--- src/rtl/mc_cu_pkg.sv ---
// Shared encodings for the LEGv8 multi-cycle control unit: FSM states,
// instruction classes, opcode match patterns and datapath control codes.
package mc_cu_pkg;

    localparam logic [2:0] ST_FETCH  = 3'd0;
    localparam logic [2:0] ST_DECODE = 3'd1;
    localparam logic [2:0] ST_EXEC   = 3'd2;
    localparam logic [2:0] ST_MEM    = 3'd3;
    localparam logic [2:0] ST_WB     = 3'd4;
    localparam logic [2:0] ST_TRAP   = 3'd7;

    typedef enum logic [2:0] {
        CL_RTYPE   = 3'd0,
        CL_ITYPE   = 3'd1,
        CL_LDUR    = 3'd2,
        CL_STUR    = 3'd3,
        CL_B       = 3'd4,
        CL_CBZ     = 3'd5,
        CL_CBNZ    = 3'd6,
        CL_ILLEGAL = 3'd7
    } instrClass_t;

    // Full 11-bit opcodes
    localparam logic [10:0] OP_ADD  = 11'b10001011000;
    localparam logic [10:0] OP_SUB  = 11'b11001011000;
    localparam logic [10:0] OP_AND  = 11'b10001010000;
    localparam logic [10:0] OP_ORR  = 11'b10101010000;
    localparam logic [10:0] OP_LDUR = 11'b11111000010;
    localparam logic [10:0] OP_STUR = 11'b11111000000;

    // Immediate forms match on [10:1], compare-and-branch on [10:3], B on [10:5]
    localparam logic [9:0] OP_ADDI = 10'b1001000100;
    localparam logic [9:0] OP_SUBI = 10'b1101000100;
    localparam logic [9:0] OP_ANDI = 10'b1001001000;
    localparam logic [9:0] OP_ORRI = 10'b1011001000;
    localparam logic [7:0] OP_CBZ  = 8'b10110100;
    localparam logic [7:0] OP_CBNZ = 8'b10110101;
    localparam logic [5:0] OP_B    = 6'b000101;

    localparam logic [2:0] ALU_ADD   = 3'b000;
    localparam logic [2:0] ALU_SUB   = 3'b001;
    localparam logic [2:0] ALU_AND   = 3'b010;
    localparam logic [2:0] ALU_ORR   = 3'b011;
    localparam logic [2:0] ALU_PASSB = 3'b100;

    localparam logic [1:0] SEU_I  = 2'b00;
    localparam logic [1:0] SEU_D  = 2'b01;
    localparam logic [1:0] SEU_B  = 2'b10;
    localparam logic [1:0] SEU_CB = 2'b11;

    typedef struct packed {
        instrClass_t iClass;
        logic [2:0]  aluOp;
    } decoded_t;

endpackage

--- src/rtl/mc_cu_decode.sv ---
// Combinational opcode decoder: maps the instruction-register opcode to an
// instruction class plus its ALU operation, honouring the match-width priority.
module mc_cu_decode
    import mc_cu_pkg::*;
#(
    parameter int OPCODE_W = 11
) (
    input  logic [OPCODE_W-1:0] opcode,
    output decoded_t            dec
);

    logic [10:0] opFull;
    logic [9:0]  opImm;
    logic [7:0]  opCb;
    logic [5:0]  opBr;

    assign opFull = opcode[OPCODE_W-1 -: 11];
    assign opImm  = opcode[OPCODE_W-1 -: 10];
    assign opCb   = opcode[OPCODE_W-1 -: 8];
    assign opBr   = opcode[OPCODE_W-1 -: 6];

    // Longest match wins, so the full-width compares come first.
    always_comb begin
        dec = '{iClass: CL_ILLEGAL, aluOp: ALU_ADD};
        if (opFull == OP_ADD)       dec = '{iClass: CL_RTYPE, aluOp: ALU_ADD};
        else if (opFull == OP_SUB)  dec = '{iClass: CL_RTYPE, aluOp: ALU_SUB};
        else if (opFull == OP_AND)  dec = '{iClass: CL_RTYPE, aluOp: ALU_AND};
        else if (opFull == OP_ORR)  dec = '{iClass: CL_RTYPE, aluOp: ALU_ORR};
        else if (opFull == OP_LDUR) dec = '{iClass: CL_LDUR,  aluOp: ALU_ADD};
        else if (opFull == OP_STUR) dec = '{iClass: CL_STUR,  aluOp: ALU_ADD};
        else if (opImm == OP_ADDI)  dec = '{iClass: CL_ITYPE, aluOp: ALU_ADD};
        else if (opImm == OP_SUBI)  dec = '{iClass: CL_ITYPE, aluOp: ALU_SUB};
        else if (opImm == OP_ANDI)  dec = '{iClass: CL_ITYPE, aluOp: ALU_AND};
        else if (opImm == OP_ORRI)  dec = '{iClass: CL_ITYPE, aluOp: ALU_ORR};
        else if (opCb == OP_CBZ)    dec = '{iClass: CL_CBZ,   aluOp: ALU_PASSB};
        else if (opCb == OP_CBNZ)   dec = '{iClass: CL_CBNZ,  aluOp: ALU_PASSB};
        else if (opBr == OP_B)      dec = '{iClass: CL_B,     aluOp: ALU_ADD};
    end

endmodule

--- src/rtl/mc_control_unit.sv ---
// Multi-cycle LEGv8 control unit: sequences fetch/decode/execute/memory/
// write-back, handshakes with variable-latency memory and counts retirements.
module mc_control_unit
    import mc_cu_pkg::*;
#(
    parameter int OPCODE_W = 11,
    parameter int ALUOP_W  = 3,
    parameter int RETIRE_W = 16
) (
    input  logic                clk,
    input  logic                rst_n,
    input  logic [OPCODE_W-1:0] opcode,
    input  logic                zero,
    input  logic                mem_ready,
    output logic                reg2loc,
    output logic                aluSrc,
    output logic                memRd,
    output logic                memWr,
    output logic                memToReg,
    output logic                regWr,
    output logic [1:0]          seu,
    output logic [ALUOP_W-1:0]  aluOp,
    output logic                pcSrc,
    output logic                pcWr,
    output logic                irWr,
    output logic                illegal,
    output logic [2:0]          state,
    output logic [RETIRE_W-1:0] retired_cnt
);

    logic [2:0]          stateReg;
    logic [2:0]          stateNext;
    decoded_t            decNow;
    decoded_t            classReg;
    logic [RETIRE_W-1:0] retireReg;
    logic                retireEn;
    logic                takenCb;
    logic [2:0]          aluOpInt;

    mc_cu_decode #(
        .OPCODE_W(OPCODE_W)
    ) u_decode (
        .opcode(opcode),
        .dec   (decNow)
    );

    always_ff @(posedge clk or negedge rst_n) begin
        if (!rst_n) begin
            stateReg  <= ST_FETCH;
            classReg  <= '0;
            retireReg <= '0;
        end else begin
            stateReg <= stateNext;
            if (stateReg == ST_DECODE) begin
                classReg <= decNow;
            end
            if (retireEn) begin
                retireReg <= retireReg + RETIRE_W'(1);
            end
        end
    end

    always_comb begin
        stateNext = stateReg;
        retireEn  = 1'b0;
        reg2loc   = 1'b0;
        aluSrc    = 1'b0;
        memRd     = 1'b0;
        memWr     = 1'b0;
        memToReg  = 1'b0;
        regWr     = 1'b0;
        seu       = SEU_I;
        aluOpInt  = ALU_ADD;
        pcSrc     = 1'b0;
        pcWr      = 1'b0;
        irWr      = 1'b0;
        illegal   = 1'b0;
        takenCb   = (classReg.iClass == CL_CBZ) ? zero : !zero;

        case (stateReg)
            ST_FETCH: begin
                memRd = 1'b1;
                if (mem_ready) begin
                    irWr      = 1'b1;
                    pcWr      = 1'b1;
                    stateNext = ST_DECODE;
                end
            end
            ST_DECODE: begin
                stateNext = (decNow.iClass == CL_ILLEGAL) ? ST_TRAP : ST_EXEC;
            end
            ST_EXEC: begin
                case (classReg.iClass)
                    CL_RTYPE: begin
                        aluOpInt  = classReg.aluOp;
                        stateNext = ST_WB;
                    end
                    CL_ITYPE: begin
                        aluSrc    = 1'b1;
                        seu       = SEU_I;
                        aluOpInt  = classReg.aluOp;
                        stateNext = ST_WB;
                    end
                    CL_LDUR, CL_STUR: begin
                        aluSrc    = 1'b1;
                        seu       = SEU_D;
                        aluOpInt  = ALU_ADD;
                        stateNext = ST_MEM;
                    end
                    CL_B: begin
                        seu       = SEU_B;
                        pcSrc     = 1'b1;
                        pcWr      = 1'b1;
                        retireEn  = 1'b1;
                        stateNext = ST_FETCH;
                    end
                    CL_CBZ, CL_CBNZ: begin
                        reg2loc   = 1'b1;
                        seu       = SEU_CB;
                        aluOpInt  = ALU_PASSB;
                        pcSrc     = takenCb;
                        pcWr      = takenCb;
                        retireEn  = 1'b1;
                        stateNext = ST_FETCH;
                    end
                    default: stateNext = ST_TRAP;
                endcase
            end
            ST_MEM: begin
                memRd = (classReg.iClass == CL_LDUR);
                memWr = (classReg.iClass == CL_STUR);
                if (mem_ready) begin
                    if (classReg.iClass == CL_LDUR) begin
                        stateNext = ST_WB;
                    end else begin
                        retireEn  = 1'b1;
                        stateNext = ST_FETCH;
                    end
                end
            end
            ST_WB: begin
                regWr     = 1'b1;
                memToReg  = (classReg.iClass == CL_LDUR);
                retireEn  = 1'b1;
                stateNext = ST_FETCH;
            end
            ST_TRAP: begin
                illegal = 1'b1;
            end
            default: stateNext = ST_FETCH;
        endcase

        // Reset forces every strobe low immediately, not just at the next edge.
        if (!rst_n) begin
            retireEn = 1'b0;
            reg2loc  = 1'b0;
            aluSrc   = 1'b0;
            memRd    = 1'b0;
            memWr    = 1'b0;
            memToReg = 1'b0;
            regWr    = 1'b0;
            seu      = SEU_I;
            aluOpInt = ALU_ADD;
            pcSrc    = 1'b0;
            pcWr     = 1'b0;
            irWr     = 1'b0;
            illegal  = 1'b0;
        end
    end

    assign aluOp       = ALUOP_W'(aluOpInt);
    assign state       = stateReg;
    assign retired_cnt = retireReg;

endmodule
--- config.mk ---
export PLATFORM = sky130hd
export DESIGN_NAME = mc_control_unit
export DESIGN_NICKNAME = d
export VERILOG_FILES = /design/src/rtl/mc_cu_pkg.sv /design/src/rtl/mc_cu_decode.sv /design/src/rtl/mc_control_unit.sv
export SDC_FILE = /design/constraint.sdc
export NUM_CORES = 1
export LEC_CHECK = 0
export ABC_AREA = 1
export CORE_UTILIZATION = 55
export CTS_BUF_LIST = sky130_fd_sc_hd__clkbuf_8
export DETAILED_ROUTE_END_ITERATION = 16
export GPL_TIMING_DRIVEN = 0
export PLACE_DENSITY = 0.88
export SLEW_MARGIN = 25
export SYNTH_ARGS = -nofsm -noshare
export SYNTH_HDL_FRONTEND = slang
export SYNTH_HIERARCHICAL = 1
export SYNTH_SLANG_ARGS = --single-unit
--- constraint.sdc ---
create_clock -name clk -period 2.7 [get_ports clk]
set_input_delay 0.405 -clock clk [delete_from_list [all_inputs] [get_ports clk]]
set_output_delay 0.405 -clock clk [all_outputs]
set_load 0.02 [all_outputs]
Word-level counts from Yosys, hierarchy flattened

Index checks and enable logic that the tools add are counted.

Register bits after elaboration: 25
Input bits: 15
Output and inout bits: 34
Logic and storage cells: 97

Add/subtract/negate cells: 1
Equality and inequality tests: 27
Mux-type cells: 55
Bitwise logic cells: 1
Reduce and logical (&&, ||, !) cells: 9

Operators by type and width:

| cell                    | number |
|---|---|
| $mux W6                 | 12 |
| $eq A11 B11 Y1 const B  | 6 |
| $eq A10 B10 Y1 const B  | 4 |
| $mux W1                 | 26 |
| $eq A3 B3 Y1 const B    | 6 |
| $mux W3                 | 6 |
| $add A16 B1 Y16 const B | 1 |
| $eq A8 B8 Y1 const B    | 2 |
| $pmux W3 S5             | 1 |
| $eq A3 B2 Y1 const B    | 4 |
| $pmux W3 S3             | 1 |
| $eq A3 B1 Y1 const B    | 2 |
| $eq A6 B3 Y1 const B    | 1 |
| $logic_not A3 Y1        | 2 |
| $pmux W1 S2             | 3 |
| $pmux W2 S3             | 1 |
| $pmux W3 S2             | 1 |
| $reduce_or A2 Y1        | 3 |
| $reduce_or A3 Y1        | 2 |
| $mux W5                 | 1 |
| $mux W2                 | 2 |
| $ne A2 B2 Y1 const B    | 2 |
| $pmux W1 S3             | 1 |
| $reduce_and A3 Y1       | 1 |
| other kinds (2)         | 2 |

Depth between registers and ports, before layout

Word-level depth: 17
Depth in mapped cells: 12
Depth with buffers taken out: 12

Modules after synthesis

Netlist, hierarchy kept.

By module, submodules not included:

| module          | times used | cells each | area each (µm²) | seq. area each (µm²) |
|---|---|---|---|---|
| mc_control_unit | 1          | 242        | 1,620.3         | 625.6 |
| mc_cu_decode    | 1          | 77         | 339.1           | 0.0 |

Least setup slack after synthesis

No wires, ideal clock.

Path kind: flip-flop to output port
From: register stateReg[2] (netlist: state[2])
To: output aluOp[2]
Arrival time: 1.624 ns
Data required time: 2.295 ns
Setup slack: 0.671 ns
Cell stages (with the launch flop): 7
Path buffers: 1
Path through: dfrtp_1 > buf_6 > nor3_4 > nand2_2 > nor3_2 > inv_1 > o21ai_0

Word-level cells in the longest chain between the ends: 3

RTL lines:

| item                   | RTL line               | source |
|---|---|---|
| start, declared        | mc_control_unit.sv:31  | `logic [2:0] stateReg;` |
| start signal, assigned | mc_control_unit.sv:53  | `stateReg <= stateNext;` |
| $eq A3 B2 Y1           | mc_control_unit.sv:80  | `case (stateReg)` |
| $mux W3                | mc_control_unit.sv:80  |  |
| $mux W3                | mc_control_unit.sv:154 | `if (!rst_n) begin` |
| end, declared          | mc_control_unit.sv:22  | `output logic [ALUOP_W-1:0] aluOp,` |

No other way between the ends.

Final worst setup path

Same ends and word-level chain as after synthesis.

==> results.json <==
{
  "coreArea_um2": 3360,
  "reg2regPathDepth": 8,
  "drt_iter0_drc": 156,
  "worstPathArrival_ns": 2.12,
  "layout.cells.non_filler": 417,
  "skew_ns": 0.0108,
  "synth_fp_nets": 335,
  "routed_wl_um": 4350,
  "rsz0062_at_grt": "no",
  "power_density_nw_per_um2": 263,
  "final_design_area_no_fill_um2": 2540,
  "postCtsSetupBuffers": 0,
  "end_kind": "primary output",
  "worstPathRequired_ns": 2.30,
  "dieArea_um2": 3810,
  "setup_viol": 0,
  "grt.total_usage_pct": 25.1,
  "tightestPinTransition_ns": 0.563,
  "ctsResizeCount": 0,
  "worst-setup-path-type": "reg2out",
  "fin_nets": 388,
  "wl_per_cell_um": 10.4,
  "synth_ff_type": "dfrtp_1",
  "synth_warnings": 6,
  "synth.largest_area_cell": "dfrtp_1",
  "cts-root-buf": "clkbuf_8",
  "first_pass_iters": 5,
  "dp_hpwl_um": 3440,
  "crit_path_start_kind": "flop",
  "status": "completed",
  "num_vias": 2093,
  "grt_pass1_vias": 1649,
  "drv_cap": 0,
  "fin_util_pct": 75.6,
  "cts_tree": "yes",
  "synth_top_area_share_pct": 31.9,
  "seq_area_frac_synth_pct": 31.9,
  "cp_slowest_cell": "clkdlybuf4s50_1",
  "hold_class": "in2async",
  "drive_gt1_share_pct": 6.74,
  "synth.avg_cell_area_um2": 6.14,
  "cp_cell_sequence": "buf_6, nor3_4, nand2_2, nor3_2, inv_1, o21ai_0, clkdlybuf4s50_1",
  "antenna_found_initial": 0,
  "via_per_inst": 5.02,
  "relSlewSlack_pct": 62.3,
  "num_rows": 21,
  "synthTopCellsByArea": "dfrtp_1 (32%), nand2_1 (26%), nor2_1 (8.0%)",
  "synth_most_common_cell": "nand2_1",
  "p_leak_uw": 0.00121,
  "die-width_um": 61.7,
  "start_util_pct": 58.3,
  "clockBufferDepth": 2,
  "cts_sinks": 25,
  "port_buffers": 48,
  "clk_transition_reported_paths_ns": 0.10,
  "dp_cells": 413,
  "peakVddDrop_uv": 164,
  "synth_common_cells": "nand2_1 (137), nor2_1 (42), inv_1 (33)",
  "syn_inst": 319,
  "slew_violations": 0,
  "netlist_area_um2": 1960,
  "synth_seq_cells": 25,
  "syn_to_final_growth_pct": 29.8,
  "die_y_um": 61.7,
  "synth_edf_count": 0,
  "period_share_pct": 93.7,
  "htree_levels": 1,
  "cts_buffers": 3,
  "gp_congestion": 0.941,
  "slowest_delay_ns": 0.62,
  "max_freq_ghz": 0.395,
  "grt_start_max_net_pins": 27,
  "n_antenna_cell": 0,
  "crit_fanout": 9,
  "postCtsHoldBufs": 0,
  "ys_async_sr_fraction_pct": 100,
  "drcViolationCount": 0,
  "gr-total-overflow": 0,
  "ant_nets": 0,
  "layout_min_cycle_time_ns": 2.53,
  "clk_latency_ns": 0.28,
  "place_area_um2": 2490,
  "synth.distinct_cells": 29,
  "hold_viol": 0,
  "ios": 49,
  "grt_pass1_wl_um": 7050
}
==> where the power goes <==
part | total [µW] | switching, µW | internal [µW]
Clock | 231 | 126 | 105
Combinational | 63.5 | 35.1 | 28.3
Sequential | 374 | 0 | 374
Total | 668 | 161 | 507
==> metal layers <==
| layer | vias up | track usage [%] | part of all wire, % |
|---|---|---|---|
| met2 | 54 | 39.5 | 46 |
| met4 | 0 | 9.52 | 1.8 |
| li1 | 1102 | - | - |
| met3 | 8 | 2.94 | 5.1 |
| met1 | 929 | 35.3 | 47 |
| met5 | - | 0 | 0 |
==> metrics by stage <==
stage	setup slack (ns)	power [µW]	TNS (ns)	hold WS, ns
after global routing	0.00345	699	0	0.0607
after global placement	-0.751	445	-8.89	0.457
after floorplan	0.671	406	0	0.109
after CTS	0.0801	670	0	0.124
final	0.170	668	0	0.0426
after detailed placement	0.0820	445	0	0.431
==> critical path, delay by kind of cell (launching register included) <==
family	cells	cell delay (ns)
buffers and inverters	3	0.82
AND/OR/NAND/NOR	3	0.55
flip-flops	1	0.40
AO/OA/AOI/OAI	1	0.07
==> worst paths after layout <==
path | from | slack, ns | endpoint
worst min-delay path | rst_n | 0.04 | retired_cnt[9]
max in group asynchronous | rst_n | 2.39 | classReg[3]
worst min register to register | classReg[1] | 0.48 | classReg[1]
min in group clk | classReg[1] | 0.48 | classReg[1]
worst max-delay path | state[2] | 0.17 | aluOp[2]
worst max register to register | retired_cnt[0] | 1.16 | retired_cnt[14]
==> final cells by class <==
type                    count  area (µm²)
inverters                  35         131
well taps                  46        57.6
clock buffers               3        41.3
clock inverters             1        7.51
plain buffers               5        52.6
multi-input cells         254        1150
repair buffers             48         478
fillers                   302         820
flip-flops and latches     25         626
==> registers in the layout (all words and copies together), names as in the netlist <==
register and cells:
retired_cnt 16, classReg 6, state 3
==> placed cells by master (no fill, tap or decap), types with 2 or more instances in the layout <==
cell,synthesis,routed
buf_6,2,2
nor2_2,2,2
o22ai_1,2,2
nand4_1,7,7
clkdlybuf4s50_1,0,47
inv_1,33,33
nand3_1,26,26
clkbuf_8,0,3
nor3_2,2,2
xnor2_1,4,4
xor2_1,3,3
inv_2,2,2
nand2_2,4,4
dfrtp_1,25,25
nor3_1,4,4
buf_4,2,2
nor2_4,2,2
nand2_1,137,137
nor2_1,42,42
o21ai_0,9,9
==> logic make-up after synthesis <==
family	share of synthesized area, %
XOR/XNOR	3.13
AND/OR/NAND/NOR	51.3
adder cells (fa/ha/maj)	0.638
buffers and inverters	9.39
AO/OA/AOI/OAI	3.58
flip-flops	31.9
Note: power is estimated with default switching activity, not from simulation.
